[src/rtl/obstacle_avoid_ctrl_if.sv]
// Obstacle-avoidance controller I/O bundle.
// Detector flags and run request in, motor drive and status out.
interface obstacle_avoid_ctrl_if;
  logic       enable;
  logic       front_detected;
  logic       left_detected;
  logic       right_detected;
  logic       back_detected;
  logic       front_right_detected;
  logic       front_left_detected;
  logic       back_right_detected;
  logic       back_left_detected;
  logic [1:0] motor_left;
  logic [1:0] motor_right;
  logic [2:0] state;
  logic       busy;
  logic       maneuver_done;
  logic       fault;

  modport master (
    output enable,
    output front_detected, left_detected,
    output right_detected, back_detected,
    output front_right_detected, front_left_detected,
    output back_right_detected, back_left_detected,
    input  motor_left, motor_right, state,
    input  busy, maneuver_done, fault
  );

  modport slave (
    input  enable,
    input  front_detected, left_detected,
    input  right_detected, back_detected,
    input  front_right_detected, front_left_detected,
    input  back_right_detected, back_left_detected,
    output motor_left, motor_right, state,
    output busy, maneuver_done, fault
  );
endinterface

[src/rtl/obstacle_avoid_ctrl.sv]
// Obstacle-avoidance controller: debounced detector vector
// feeding a timed stop/reverse/turn maneuver FSM.
module obstacle_avoid_ctrl #(
  parameter int unsigned DEBOUNCE_CYCLES = 4,
  parameter int unsigned STOP_CYCLES     = 2,
  parameter int unsigned REVERSE_CYCLES  = 8,
  parameter int unsigned TURN_CYCLES     = 16
) (
  input logic             clk,
  input logic             reset,
  obstacle_avoid_ctrl_if.slave io
);

  typedef enum logic [2:0] {
    S_IDLE    = 3'd0,
    S_CRUISE  = 3'd1,
    S_STOP    = 3'd2,
    S_REVERSE = 3'd3,
    S_TURN_L  = 3'd4,
    S_TURN_R  = 3'd5,
    S_HALT    = 3'd6
  } state_e;

  localparam logic [7:0] DB_LAST = 8'(DEBOUNCE_CYCLES - 1);
  localparam logic [7:0] STOP_LD = 8'(STOP_CYCLES - 1);
  localparam logic [7:0] REV_LD  = 8'(REVERSE_CYCLES - 1);
  localparam logic [7:0] TURN_LD = 8'(TURN_CYCLES - 1);

  // front | front_right | front_left
  localparam logic [7:0] FRONT_ANY = 8'h31;
  // back | back_right | back_left
  localparam logic [7:0] BACK_ANY  = 8'hC8;

  logic [7:0] raw;
  logic [7:0] cand_q, cand_d;
  logic [7:0] cnt_q, cnt_d;
  logic [7:0] stable_q, stable_d;
  logic [7:0] timer_q, timer_d;
  logic       fault_q, fault_d;
  logic       done_q, done_d;
  logic [1:0] ml_q, ml_d;
  logic [1:0] mr_q, mr_d;
  state_e     state_q, state_d;
  logic       multi;
  logic       tmr_zero;

  assign raw = {io.back_left_detected,
                io.back_right_detected,
                io.front_left_detected,
                io.front_right_detected,
                io.back_detected,
                io.right_detected,
                io.left_detected,
                io.front_detected};

  assign multi    = |(stable_q & (stable_q - 8'd1));
  assign tmr_zero = (timer_q == 8'd0);

  // Accept a detector vector only after it holds DEBOUNCE_CYCLES samples.
  always_comb begin
    cand_d   = cand_q;
    cnt_d    = cnt_q;
    stable_d = stable_q;
    if (raw != cand_q) begin
      cand_d = raw;
      cnt_d  = 8'd0;
    end else if (cnt_q < DB_LAST) begin
      cnt_d = cnt_q + 8'd1;
    end else begin
      stable_d = cand_q;
    end
  end

  // Sticky multi-hot flag, cleared whenever the run request drops.
  always_comb begin
    fault_d = io.enable ? (fault_q | multi) : 1'b0;
  end

  // Maneuver sequencing and dwell timer.
  always_comb begin
    state_d = state_q;
    timer_d = timer_q;
    done_d  = 1'b0;
    if (!io.enable) begin
      state_d = S_IDLE;
    end else if ((state_q != S_IDLE) && (fault_q || multi)) begin
      state_d = S_HALT;
    end else begin
      unique case (state_q)
        S_IDLE: state_d = S_CRUISE;
        S_CRUISE: begin
          if (|(stable_q & FRONT_ANY)) state_d = S_STOP;
          else if (stable_q[1])        state_d = S_TURN_R;
          else if (stable_q[2])        state_d = S_TURN_L;
        end
        S_STOP: begin
          if (tmr_zero) begin
            if (stable_q[5])      state_d = S_TURN_R;
            else if (stable_q[4]) state_d = S_TURN_L;
            else if (stable_q[0]) state_d = S_REVERSE;
            else                  state_d = S_CRUISE;
          end else begin
            timer_d = timer_q - 8'd1;
          end
        end
        S_REVERSE: begin
          if ((|(stable_q & BACK_ANY)) || tmr_zero)
            state_d = S_TURN_L;
          else
            timer_d = timer_q - 8'd1;
        end
        S_TURN_L, S_TURN_R: begin
          if (tmr_zero) begin
            state_d = S_CRUISE;
            done_d  = 1'b1;
          end else begin
            timer_d = timer_q - 8'd1;
          end
        end
        S_HALT:  state_d = S_HALT;
        default: state_d = S_IDLE;
      endcase
    end
    if (state_d != state_q) begin
      unique case (state_d)
        S_STOP:           timer_d = STOP_LD;
        S_REVERSE:        timer_d = REV_LD;
        S_TURN_L, S_TURN_R: timer_d = TURN_LD;
        default:          timer_d = 8'd0;
      endcase
    end
  end

  // Motor drive follows the next state so it switches with state.
  always_comb begin
    ml_d = 2'b00;
    mr_d = 2'b00;
    unique case (state_d)
      S_CRUISE:  begin ml_d = 2'b01; mr_d = 2'b01; end
      S_REVERSE: begin ml_d = 2'b10; mr_d = 2'b10; end
      S_TURN_L:  begin ml_d = 2'b10; mr_d = 2'b01; end
      S_TURN_R:  begin ml_d = 2'b01; mr_d = 2'b10; end
      default:   begin ml_d = 2'b00; mr_d = 2'b00; end
    endcase
  end

  // State registers with synchronous reset.
  always_ff @(posedge clk) begin
    if (reset) begin
      cand_q   <= 8'd0;
      cnt_q    <= 8'd0;
      stable_q <= 8'd0;
      timer_q  <= 8'd0;
      fault_q  <= 1'b0;
      done_q   <= 1'b0;
      ml_q     <= 2'b00;
      mr_q     <= 2'b00;
      state_q  <= S_IDLE;
    end else begin
      cand_q   <= cand_d;
      cnt_q    <= cnt_d;
      stable_q <= stable_d;
      timer_q  <= timer_d;
      fault_q  <= fault_d;
      done_q   <= done_d;
      ml_q     <= ml_d;
      mr_q     <= mr_d;
      state_q  <= state_d;
    end
  end

  assign io.state         = state_q;
  assign io.motor_left    = ml_q;
  assign io.motor_right   = mr_q;
  assign io.maneuver_done = done_q;
  assign io.fault         = fault_q;
  assign io.busy          = (state_q == S_STOP)    ||
                            (state_q == S_REVERSE) ||
                            (state_q == S_TURN_L)  ||
                            (state_q == S_TURN_R);

endmodule

[src/flat_wrapper.sv]
// flat-port wrapper written by rule: the top's interface ports become plain ports
module obstacle_avoid_ctrl_flat 
#(
  parameter int unsigned DEBOUNCE_CYCLES = 4,
  parameter int unsigned STOP_CYCLES     = 2,
  parameter int unsigned REVERSE_CYCLES  = 8,
  parameter int unsigned TURN_CYCLES     = 16
)
  (clk, reset, io_enable, io_front_detected, io_left_detected, io_right_detected, io_back_detected, io_front_right_detected, io_front_left_detected, io_back_right_detected, io_back_left_detected, io_motor_left, io_motor_right, io_state, io_busy, io_maneuver_done, io_fault);
  obstacle_avoid_ctrl_if io_i ();
  input logic clk;
  input logic reset;
  input wire logic [$bits(io_i.enable)-1:0] io_enable;
  input wire logic [$bits(io_i.front_detected)-1:0] io_front_detected;
  input wire logic [$bits(io_i.left_detected)-1:0] io_left_detected;
  input wire logic [$bits(io_i.right_detected)-1:0] io_right_detected;
  input wire logic [$bits(io_i.back_detected)-1:0] io_back_detected;
  input wire logic [$bits(io_i.front_right_detected)-1:0] io_front_right_detected;
  input wire logic [$bits(io_i.front_left_detected)-1:0] io_front_left_detected;
  input wire logic [$bits(io_i.back_right_detected)-1:0] io_back_right_detected;
  input wire logic [$bits(io_i.back_left_detected)-1:0] io_back_left_detected;
  output wire logic [$bits(io_i.motor_left)-1:0] io_motor_left;
  output wire logic [$bits(io_i.motor_right)-1:0] io_motor_right;
  output wire logic [$bits(io_i.state)-1:0] io_state;
  output wire logic [$bits(io_i.busy)-1:0] io_busy;
  output wire logic [$bits(io_i.maneuver_done)-1:0] io_maneuver_done;
  output wire logic [$bits(io_i.fault)-1:0] io_fault;
  assign io_i.enable = io_enable;
  assign io_i.front_detected = io_front_detected;
  assign io_i.left_detected = io_left_detected;
  assign io_i.right_detected = io_right_detected;
  assign io_i.back_detected = io_back_detected;
  assign io_i.front_right_detected = io_front_right_detected;
  assign io_i.front_left_detected = io_front_left_detected;
  assign io_i.back_right_detected = io_back_right_detected;
  assign io_i.back_left_detected = io_back_left_detected;
  assign io_motor_left = io_i.motor_left;
  assign io_motor_right = io_i.motor_right;
  assign io_state = io_i.state;
  assign io_busy = io_i.busy;
  assign io_maneuver_done = io_i.maneuver_done;
  assign io_fault = io_i.fault;
  obstacle_avoid_ctrl #(.DEBOUNCE_CYCLES(DEBOUNCE_CYCLES), .STOP_CYCLES(STOP_CYCLES), .REVERSE_CYCLES(REVERSE_CYCLES), .TURN_CYCLES(TURN_CYCLES)) u_core (.clk(clk), .reset(reset), .io(io_i));
endmodule
[config.mk]
export PLATFORM = sky130hd
export DESIGN_NAME = obstacle_avoid_ctrl_flat
export DESIGN_NICKNAME = d
export VERILOG_FILES = /design/src/rtl/obstacle_avoid_ctrl_if.sv /design/src/rtl/obstacle_avoid_ctrl.sv /design/src/flat_wrapper.sv
export SDC_FILE = /design/constraint.sdc
export NUM_CORES = 1
export LEC_CHECK = 0
export BUFFER_PORTS_ARGS = -buffer_cell sky130_fd_sc_hd__clkbuf_2
export CORE_UTILIZATION = 35
export DETAILED_ROUTE_END_ITERATION = 7
export GPL_ROUTABILITY_DRIVEN = 0
export PLACE_DENSITY = 0.55
export SLEW_MARGIN = 5
export SYNTH_ARGS = -nofsm -noshare
export SYNTH_HDL_FRONTEND = slang
export SYNTH_SLANG_ARGS = --single-unit
[constraint.sdc]
create_clock -name clk -period 2.9 [get_ports clk]
set_input_delay 0.145 -clock clk [delete_from_list [all_inputs] [get_ports clk]]
set_output_delay 0.145 -clock clk [all_outputs]
set_load 0.03 [all_outputs]
==> metrics.yaml, run 1 <==
status: "finished, final reports clean"
cts_resized: 0
ys_seq_elements: 41
clk_pin_slew_ns: 0.07
reg2reg_to: "u_core.timer_q[3]$_SDFFE_PP0P_"
seq_area_frac_synth_pct: 39.2
rsz0062_at_grt: "false"
area_growth_pct: 15.0
drive_gt1_share_pct: 18.9
ir_drop_uv: 198
wl_per_cell_um: 13.0
ys_warn_count: 0
syn_area_per_cell_sq_um: 9.18
synth_commonest_cells: "dfxtp_1, nor2_1, nor3_1"
core_area_sq_mm: 0.00564
cp-end-kind: "flip-flop"
dp_slack_ns: 0.178
max_freq_mhz: 367
synth_ff_type: "dfxtp_1"
drtPass1Iterations: 4
num_vias: 1659
period_needed_ns: 2.72
post_synth_main_area_contributors: "dfxtp_1, mux2i_1, xnor2_1, nor2_1, nor2b_1"
finClkSkew_ns: 0.00500
die_w_um: 79.3
wirelength_um: 4250
tightest_slew_ns: 0.482
die-area_sq_mm: 0.00629
ant_nets: 0
worst_ep_arrival_time_ns: 2.90
slew_violations: 0
clockBufferDepth: 2
power.leakage_uw: 0.000981
synthesis.nets: 241
avgViaCountPerCell: 5.09
grt_overflow: 0
portBuffers: 20
fillers: 568
clkLatencyLatePin_ns: 0.29
grt_pass1_vias: 1595
yosysMostFrequentCell: "dfxtp_1"
setup_viol: 0
dp_cells: 319
finalSetupTns_ns: 0
hp-class: "input pin to flip-flop"
syn_inst: 228
h-tree-depth: 2
root_buffer: "clkbuf_8"
antenna_cells: 0
drc: 0
grt_usage_pct: 14.9
netlist_area_sq_mm: 0.00209
fin_crit_sh_pct: 93.9
synth.distinct_cells: 53
cts_hold_buf: 0
grt_max_degree: 21
utilization_pct: 42.7
hold_viol: 0
ios: 21
synth_top_area_share_pct: 39.2
cp.required_ns: 3.08
drt_iter0_drc: 53
r2r_setup_slack_ns: 0.18
crit_type: "flip-flop to flip-flop"
whs_path_depth: 2
fin_nets: 267
async_reset_ff_share_pct: 0
min_from: "io_front_right_detected"
slew_headroom_pct: 67.8
cts_tree: "done"
cts_buffers: 5
power.total_uw: 1080
rows: 27
fin_cells: 326
postCtsSetupRepairBufs: 0
critPathMaxFanout: 8
clkSinkCount: 41
synth-edff-count: 0
setup_slack_ns: 0.177
antenna_found_initial: 0
place_hpwl_um: 3150
r2r_cells: 9
grt_first_pass_wirelength_um: 7320
chipHeight_um: 79.3
start_util_pct: 37.1
powerDensity_mw_per_mm2: 448
yosys.area.top_type: "dfxtp_1"
r2r_start: "u_core.timer_q[0]$_SDFFE_PP0P_"
holdPathEnd: "u_core.cand_q[4]$_SDFFE_PP0P_"
maxCapViolations: 0
start_kind: "flip-flop"
-- state kept, by name, summed over array words and instances (netlist names) --
register and count:
u_core.cand_q 8, u_core.io.motor_right 2, u_core.stable_q 8, u_core.io.maneuver_done 1, u_core.io.state 3, u_core.timer_q 8
u_core.io.motor_left 2, u_core.io.fault 1, u_core.cnt_q 8
-- placed cells by master (no fill, tap or decap), types with 5 or more instances in the layout --
cell type  synthesis  layout
nor3b_1            5       5
and2_1             8       8
clkbuf_8           0       5
xnor2_1           12      12
nor4_1             6       6
a21oi_1            6       6
inv_1              7       7
mux2i_1           11      11
buf_4              1       8
nor2_1            23      23
nand2_1           11      11
dfxtp_1           41      41
o21ai_0            5       5
clkbuf_2           0      20
nor3_1            15      15
xor2_1             5       5
nor2b_1           12      12
-- through the flow --
step | hold WS [ns] | instance area, sq um
6_report | 0.0902 | 2410
5_1_grt | 0.0824 | 2410
4_1_cts | 0.0832 | 2410
3_5_place_dp | 0.389 | 2300
3_3_place_gp | 0.382 | 2300
2_1_floorplan | 0.273 | 2090
-- cell type report --
type | count | area (sq um) | area share, %
multi-input combinational | 171 | 1210 | 50.1
tap | 72 | 90.1 | 3.74
timing repair buffer | 28 | 160 | 6.65
clock inverter | 2 | 35.0 | 1.46
inverter | 7 | 26.3 | 1.09
sequential | 41 | 821 | 34.1
clock buffer | 5 | 68.8 | 2.86
-- how the worst max path moves through the flow --
stage / start / endpoint / cells after the start
5_1_grt: u_core.timer_q[0]$_SDFFE_PP0P_ / u_core.timer_q[3]$_SDFFE_PP0P_ / 9
3_5_place_dp: u_core.timer_q[0]$_SDFFE_PP0P_ / u_core.timer_q[3]$_SDFFE_PP0P_ / 9
4_1_cts: u_core.timer_q[0]$_SDFFE_PP0P_ / u_core.timer_q[0]$_SDFFE_PP0P_ / 9
2_1_floorplan: u_core.timer_q[0]$_SDFFE_PP0P_ / u_core.timer_q[0]$_SDFFE_PP0P_ / 9
6_report: u_core.timer_q[0]$_SDFFE_PP0P_ / u_core.timer_q[3]$_SDFFE_PP0P_ / 9
3_3_place_gp: u_core.timer_q[0]$_SDFFE_PP0P_ / u_core.timer_q[0]$_SDFFE_PP0P_ / 9
-- where the power goes --
group          switching, uW  internal (uW)
registers               4.50            571
clock network            188            250
logic                   38.1           27.1
total                    231            848
-- kinds of logic after synthesis --
group	count (synthesis)	synth area share [%]
AOI/OAI and AO/OA	34	13.0
xor gates and xnor gates	18	8.43
adders and majority gates	2	1.20
buffers and inverters	16	3.17
DFF	41	39.2
muxes	13	6.69
and+or+nand+nor	104	28.3
-- worst max-delay path: stages, from the launching register on --
cell      delay, ns
dfxtp_1        0.34
inv_1          0.07
ha_1           0.18
or3b_2         0.52
o41ai_2        0.37
a31oi_1        0.17
o21bai_4       0.26
xnor2_4        0.17
nand4_4        0.20
mux2_4         0.34
-- routing by layer --
metal	up-vias	track usage, %	part of all wire, %	wire length, um
li1	861	-	-	-
met1	759	18.5	49	2080
met2	31	23.9	45	1900
met3	8	4.14	3.9	164
met4	0	6.91	2.4	104
met5	-	0	0	0
Power figures use the tool's default switching activity.
==> inputs of run 2 (changes only) <==
--- a/config.mk
+++ b/config.mk
@@ -6,11 +6,13 @@
 export NUM_CORES = 1
 export LEC_CHECK = 0
 export BUFFER_PORTS_ARGS = -buffer_cell sky130_fd_sc_hd__clkbuf_2
+export CELL_PAD_IN_SITES_DETAIL_PLACEMENT = 2
+export CELL_PAD_IN_SITES_GLOBAL_PLACEMENT = 2
 export CORE_UTILIZATION = 35
 export DETAILED_ROUTE_END_ITERATION = 7
 export GPL_ROUTABILITY_DRIVEN = 0
-export PLACE_DENSITY = 0.55
-export SLEW_MARGIN = 5
+export PLACE_DENSITY = 0.81
+export SLEW_MARGIN = 40
 export SYNTH_ARGS = -nofsm -noshare
 export SYNTH_HDL_FRONTEND = slang
 export SYNTH_SLANG_ARGS = --single-unit
==> metrics.yaml, run 2 (same netlist as run 1, synthesis figures left out) <==
status: "finished, final reports clean"  # unchanged
antenna_found_initial: 0  # unchanged
tightest_slew_ns: 0.505  # was 0.482 ns
finalSetupTns_ns: 0  # unchanged
wl_per_cell_um: 17.7  # was 13.0 um
setup_viol: 0  # unchanged
area_growth_pct: 15.9  # was 15.0%
slowest_delay_ns: 0.53  # was 0.52 ns
clkSinkCount: 41  # unchanged
slew_violations: 0  # unchanged
place_hpwl_um: 4230  # was 3150 um
grt_overflow: 0  # unchanged
slowest_stage: "or3b_2"  # unchanged
clk_pin_slew_ns: 0.08  # was 0.07 ns
critPathMaxFanout: 8  # unchanged
power.leakage_uw: 0.000987  # was 0.000981 uW
fin_crit_sh_pct: 94.7  # was 93.9%
grt_pass1_vias: 1969  # was 1595
rsz0062_at_grt: "false"  # unchanged
ir_drop_uv: 283  # was 198 uV
fin_nets: 269  # was 267
slew_headroom_pct: 66.0  # was 67.8%
finClkSkew_ns: 0.00491  # was 0.00500 ns
chipHeight_um: 79.3  # unchanged
die-area_sq_mm: 0.00629  # unchanged
start_util_pct: 37.1  # unchanged
mostFrequentLayoutCell: "dfxtp_1"  # unchanged
path_cells: "inv_1 > ha_1 > or3b_2 > o41ai_4 > a31oi_2 > o21bai_4 > xnor2_4 > nand4_4 > mux2_4"  # was inv_1 > ha_1 > or3b_2 > o41ai_2 > a31oi_1 > o21bai_4 > xnor2_4 > nand4_4 > mux2_4
ant_nets: 0  # unchanged
root_buffer: "clkbuf_8"  # unchanged
core_area_sq_mm: 0.00564  # unchanged
cp-end-kind: "flip-flop"  # unchanged
num_vias: 1772  # was 1659
final_cell_mix: "dfxtp_1, nor2_1, clkbuf_2"  # unchanged
grt_usage_pct: 20.7  # was 14.9%
rows: 27  # unchanged
clockBufferDepth: 2  # unchanged
h-tree-depth: 2  # unchanged
ios: 21  # unchanged
hold_viol: 0  # unchanged
cts_tree: "done"  # unchanged
max_freq_mhz: 364  # was 367 MHz
hp-class: "input pin to flip-flop"  # unchanged
cp.required_ns: 3.09  # was 3.08 ns
crit_type: "flip-flop to flip-flop"  # unchanged
maxCapViolations: 0  # unchanged
die_w_um: 79.3  # unchanged
portBuffers: 20  # unchanged
cts_buffers: 5  # unchanged
period_needed_ns: 2.75  # was 2.72 ns
wirelength_um: 5800  # was 4250 um
drive_gt1_share_pct: 19.9  # was 18.9%
utilization_pct: 43.0  # was 42.7%
grt_max_degree: 21  # unchanged
fin_cells: 328  # was 326
drtPass1Iterations: 4  # unchanged
drc: 0  # unchanged
powerDensity_mw_per_mm2: 428  # was 448 mW/mm^2
antenna_cells: 0  # unchanged
grt_first_pass_wirelength_um: 9870  # was 7320 um
dp_cells: 319  # unchanged
start_kind: "flip-flop"  # unchanged
avgViaCountPerCell: 5.40  # was 5.09
clkLatencyLatePin_ns: 0.30  # was 0.29 ns
drt_iter0_drc: 61  # was 53
worst_ep_arrival_time_ns: 2.93  # was 2.90 ns
-- run 2: changes by cell type in the layout (fill, tap and decap cells not counted), sizes merged --
cell,delta
buf,+2
bufinv,-1
clkbuf,+1
clkinv,-1
clkinvlp,+1
-- run 2: worst max-delay path, delay by kind of cell (launching register included) --
family | cells | cell delay (ns)
adder cells (fa/ha/maj) | 1 | 0.18
AND/OR/NAND/NOR | 2 | 0.71
buffers and inverters | 1 | 0.06
XOR/XNOR | 1 | 0.18
flip-flops | 1 | 0.34
multiplexers | 1 | 0.34
AO/OA/AOI/OAI | 3 | 0.82
-- run 2: final timing paths --
kind,startpoint,end,slack (ns),cells after the start
setup / recovery,u_core.timer_q[0]$_SDFFE_PP0P_,u_core.timer_q[3]$_SDFFE_PP0P_,0.15,9
hold / removal,io_back_right_detected,u_core.cand_q[6]$_SDFFE_PP0P_,0.09,2
setup reg to reg,u_core.timer_q[0]$_SDFFE_PP0P_,u_core.timer_q[3]$_SDFFE_PP0P_,0.15,9
hold reg to reg,u_core.cnt_q[2]$_SDFFE_PP0N_,u_core.cnt_q[2]$_SDFFE_PP0N_,0.47,1
-- run 2: per-stage QoR --
| step | area, sq um | hold slack (ns) | total power [uW] | worst slack (ns) |
|---|---|---|---|---|
| global route | 2430 | 0.0986 | 1070 | 0.0367 |
| floorplan | 2090 | 0.273 | 631 | 0.381 |
| global placement | 2300 | 0.384 | 655 | 0.249 |
| CTS | 2390 | 0.0818 | 1050 | 0.0868 |
| detailed placement | 2300 | 0.394 | 657 | 0.145 |
| finish | 2430 | 0.0852 | 1040 | 0.155 |
-- run 2: what timing repair did --
action / in CTS / in global routing
hold buffers: 0 / 0
setup endpoints to repair: 0 / 2
setup buffers: 0 / 2
resized for setup: 0 / 2
-- run 2: cell type report --
| type | instances | area, sq um |
|---|---|---|
| Fill cell | 621 | 3220 |
| Multi-Input combinational cell | 171 | 1220 |
| Sequential cell | 41 | 821 |
| Timing Repair Buffer | 30 | 175 |
| Tap cell | 72 | 90.1 |
| Clock buffer | 6 | 82.6 |
| Inverter | 7 | 26.3 |
| Clock inverter | 1 | 7.51 |
-- run 2: routing by layer --
| layer | vias up | global-route usage, % | routed length [um] |
|---|---|---|---|
| met3 | 13 | 2.99 | 125 |
| li1 | 863 | - | - |
| met4 | 0 | 8.91 | 132 |
| met5 | - | 0 | 0 |
| met2 | 28 | 35.9 | 2840 |
| met1 | 868 | 25.3 | 2700 |
-- run 2: power by group --
| group | switching, uW | internal (uW) |
|---|---|---|
| clock | 202 | 188 |
| combinational | 42.1 | 29.8 |
| sequential | 5.32 | 571 |
| total | 249 | 789 |
==> inputs of run 3 (changes only) <==
--- a/config.mk
+++ b/config.mk
@@ -6,12 +6,10 @@
 export NUM_CORES = 1
 export LEC_CHECK = 0
 export BUFFER_PORTS_ARGS = -buffer_cell sky130_fd_sc_hd__clkbuf_2
-export CELL_PAD_IN_SITES_DETAIL_PLACEMENT = 2
-export CELL_PAD_IN_SITES_GLOBAL_PLACEMENT = 2
 export CORE_UTILIZATION = 35
 export DETAILED_ROUTE_END_ITERATION = 7
 export GPL_ROUTABILITY_DRIVEN = 0
-export PLACE_DENSITY = 0.81
+export PLACE_DENSITY = 0.57
 export SLEW_MARGIN = 40
 export SYNTH_ARGS = -nofsm -noshare
 export SYNTH_HDL_FRONTEND = slang
==> metrics.yaml, run 3 (same netlist as run 1, synthesis figures left out) <==
status: "finished, final reports clean"  # unchanged
grt_usage_pct: 14.5  # was 20.7%
internal_power_uw: 878  # was 789 uW
cts_buffers: 5  # unchanged
final_cell_mix: "dfxtp_1, nor2_1, clkbuf_2"  # unchanged
fin_crit_sh_pct: 93.5  # was 94.7%
clkSinkCount: 41  # unchanged
fin_cells: 328  # unchanged
tightest_slew_ns: 0.465  # was 0.505 ns
critPathMaxFanout: 8  # unchanged
ios: 21  # unchanged
postCtsSetupRepairBufs: 0  # unchanged
drt_iter0_drc: 44  # was 61
cp.required_ns: 3.09  # about the same
cts_resized: 0  # unchanged
h-tree-depth: 2  # unchanged
cts_tree: "done"  # unchanged
core_area_sq_mm: 0.00564  # unchanged
hp-class: "input pin to flip-flop"  # unchanged
worst_ep_arrival_time_ns: 2.90  # was 2.93 ns
powerDensity_mw_per_mm2: 459  # was 428 mW/mm^2
wirelength_um: 4260  # was 5800 um
clkLatencyLatePin_ns: 0.30  # about the same
clkPwrFrac_pct: 42.6  # was 37.6%
root_buffer: "clkbuf_8"  # unchanged
antenna_cells: 0  # unchanged
portBuffers: 20  # unchanged
antenna_found_initial: 0  # unchanged
place_hpwl_um: 3210  # was 4230 um
clockBufferDepth: 2  # unchanged
power_frac_comb_pct: 5.8  # was 6.9%
dp_cells: 320  # was 319
wl_per_cell_um: 13.0  # was 17.7 um
area_growth_pct: 16.0  # was 15.9%
ant_nets: 0  # unchanged
crit_type: "flip-flop to flip-flop"  # unchanged
grt_pass1_vias: 1488  # was 1969
maxCapViolations: 0  # unchanged
avgViaCountPerCell: 5.07  # was 5.40
rsz0062_at_grt: "false"  # unchanged
r2r_cells: 9  # unchanged
finClkSkew_ns: 0.00426  # was 0.00491 ns
chipHeight_um: 79.3  # unchanged
fin_nets: 268  # was 269
cp-end-kind: "flip-flop"  # unchanged
grt_overflow: 0  # unchanged
die-area_sq_mm: 0.00629  # unchanged
drtPass1Iterations: 4  # unchanged
period_needed_ns: 2.71  # was 2.75 ns
clk_pin_slew_ns: 0.08  # about the same
drive_gt1_share_pct: 19.1  # was 19.9%
die_w_um: 79.3  # unchanged
rows: 27  # unchanged
switching_power_uw: 236  # was 249 uW
max_freq_mhz: 369  # was 364 MHz
ir_drop_uv: 293  # was 283 uV
p_seq_share_pct: 51.6  # was 55.5%
whs_path_depth: 2  # unchanged
grt_max_degree: 23  # was 21
start_kind: "flip-flop"  # unchanged
sw_frac_of_total_pct: 21.2  # was 24.0%
hold_viol: 0  # unchanged
fin_area_sq_mm: 0.00243  # about the same
power.leakage_uw: 0.000990  # was 0.000987 uW
cts_hold_buf: 0  # unchanged
finalSetupTns_ns: 0  # unchanged
setup_viol: 0  # unchanged
place_area_sq_mm: 0.00231  # was 0.00230 sq mm
mostFrequentLayoutCell: "dfxtp_1"  # unchanged
grt_first_pass_wirelength_um: 6990  # was 9870 um
slew_violations: 0  # unchanged
slew_headroom_pct: 68.9  # was 66.0%
start_util_pct: 37.1  # unchanged
num_vias: 1663  # was 1772
drc: 0  # unchanged
[run 3: changes by cell type in the layout (fill, tap and decap cells not counted)]
cell,change
clkbuf_1,+1
o41ai_4,-1
clkinvlp_4,-1
buf_4,-1
a31oi_1,+1
bufinv_16,+1
a31oi_2,-1
o41ai_2,+1
[run 3: metal layers]
layer,GRT usage [%],share of wire (%),wire (um)
met2,22.7,45,1920
met4,6.18,2.1,89
met1,18.7,50,2110
met5,0,0,0
met3,3.91,3.3,142
[run 3: path summary, 6_finish.rpt]
check | from | endpoint | slack, ns
max | u_core.timer_q[0]$_SDFFE_PP0P_ | u_core.timer_q[0]$_SDFFE_PP0P_ | 0.19
min | io_back_detected | u_core.cand_q[3]$_SDFFE_PP0P_ | 0.08
max reg2reg | u_core.timer_q[0]$_SDFFE_PP0P_ | u_core.timer_q[0]$_SDFFE_PP0P_ | 0.19
min reg2reg | u_core.cnt_q[7]$_SDFFE_PP0N_ | u_core.cnt_q[7]$_SDFFE_PP0N_ | 0.46
[run 3: worst max-delay path, stage by stage (launching register included)]
cell,delay [ns]
dfxtp_1,0.33
inv_1,0.06
ha_1,0.18
or3b_2,0.51
o41ai_2,0.38
a31oi_1,0.18
o21bai_4,0.26
xnor2_4,0.17
nand4_4,0.19
mux2_4,0.34
[run 3: power groups by stage]
stage	registers (uW)	logic (uW)	clock network, uW
2_1_floorplan	593	38.6	0
3_3_place_gp	589	65.9	0
5_1_grt	577	72.0	510
6_report	575	64.8	475
4_1_cts	575	65.9	491
3_5_place_dp	589	65.6	0
[run 3: per-stage QoR]
step	setup WS [ns]	total power (uW)	util (%)	hold slack, ns
5_1_grt	0.0402	1160	43.0	0.0903
3_3_place_gp	0.261	655	41.0	0.384
4_1_cts	0.172	1130	43.0	0.0849
3_5_place_dp	0.181	655	41.0	0.389
2_1_floorplan	0.381	631	-	0.273
6_report	0.189	1110	43.0	0.0829
[run 3: cell type report]
cell class | count | area, sq um
well taps | 72 | 90.1
clock buffers | 7 | 86.3
multi-input cells | 171 | 1210
flip-flops and latches | 41 | 821
inverters | 7 | 26.3
clock inverters | 1 | 30.0
repair buffers | 29 | 168
fillers | 566 | 3210
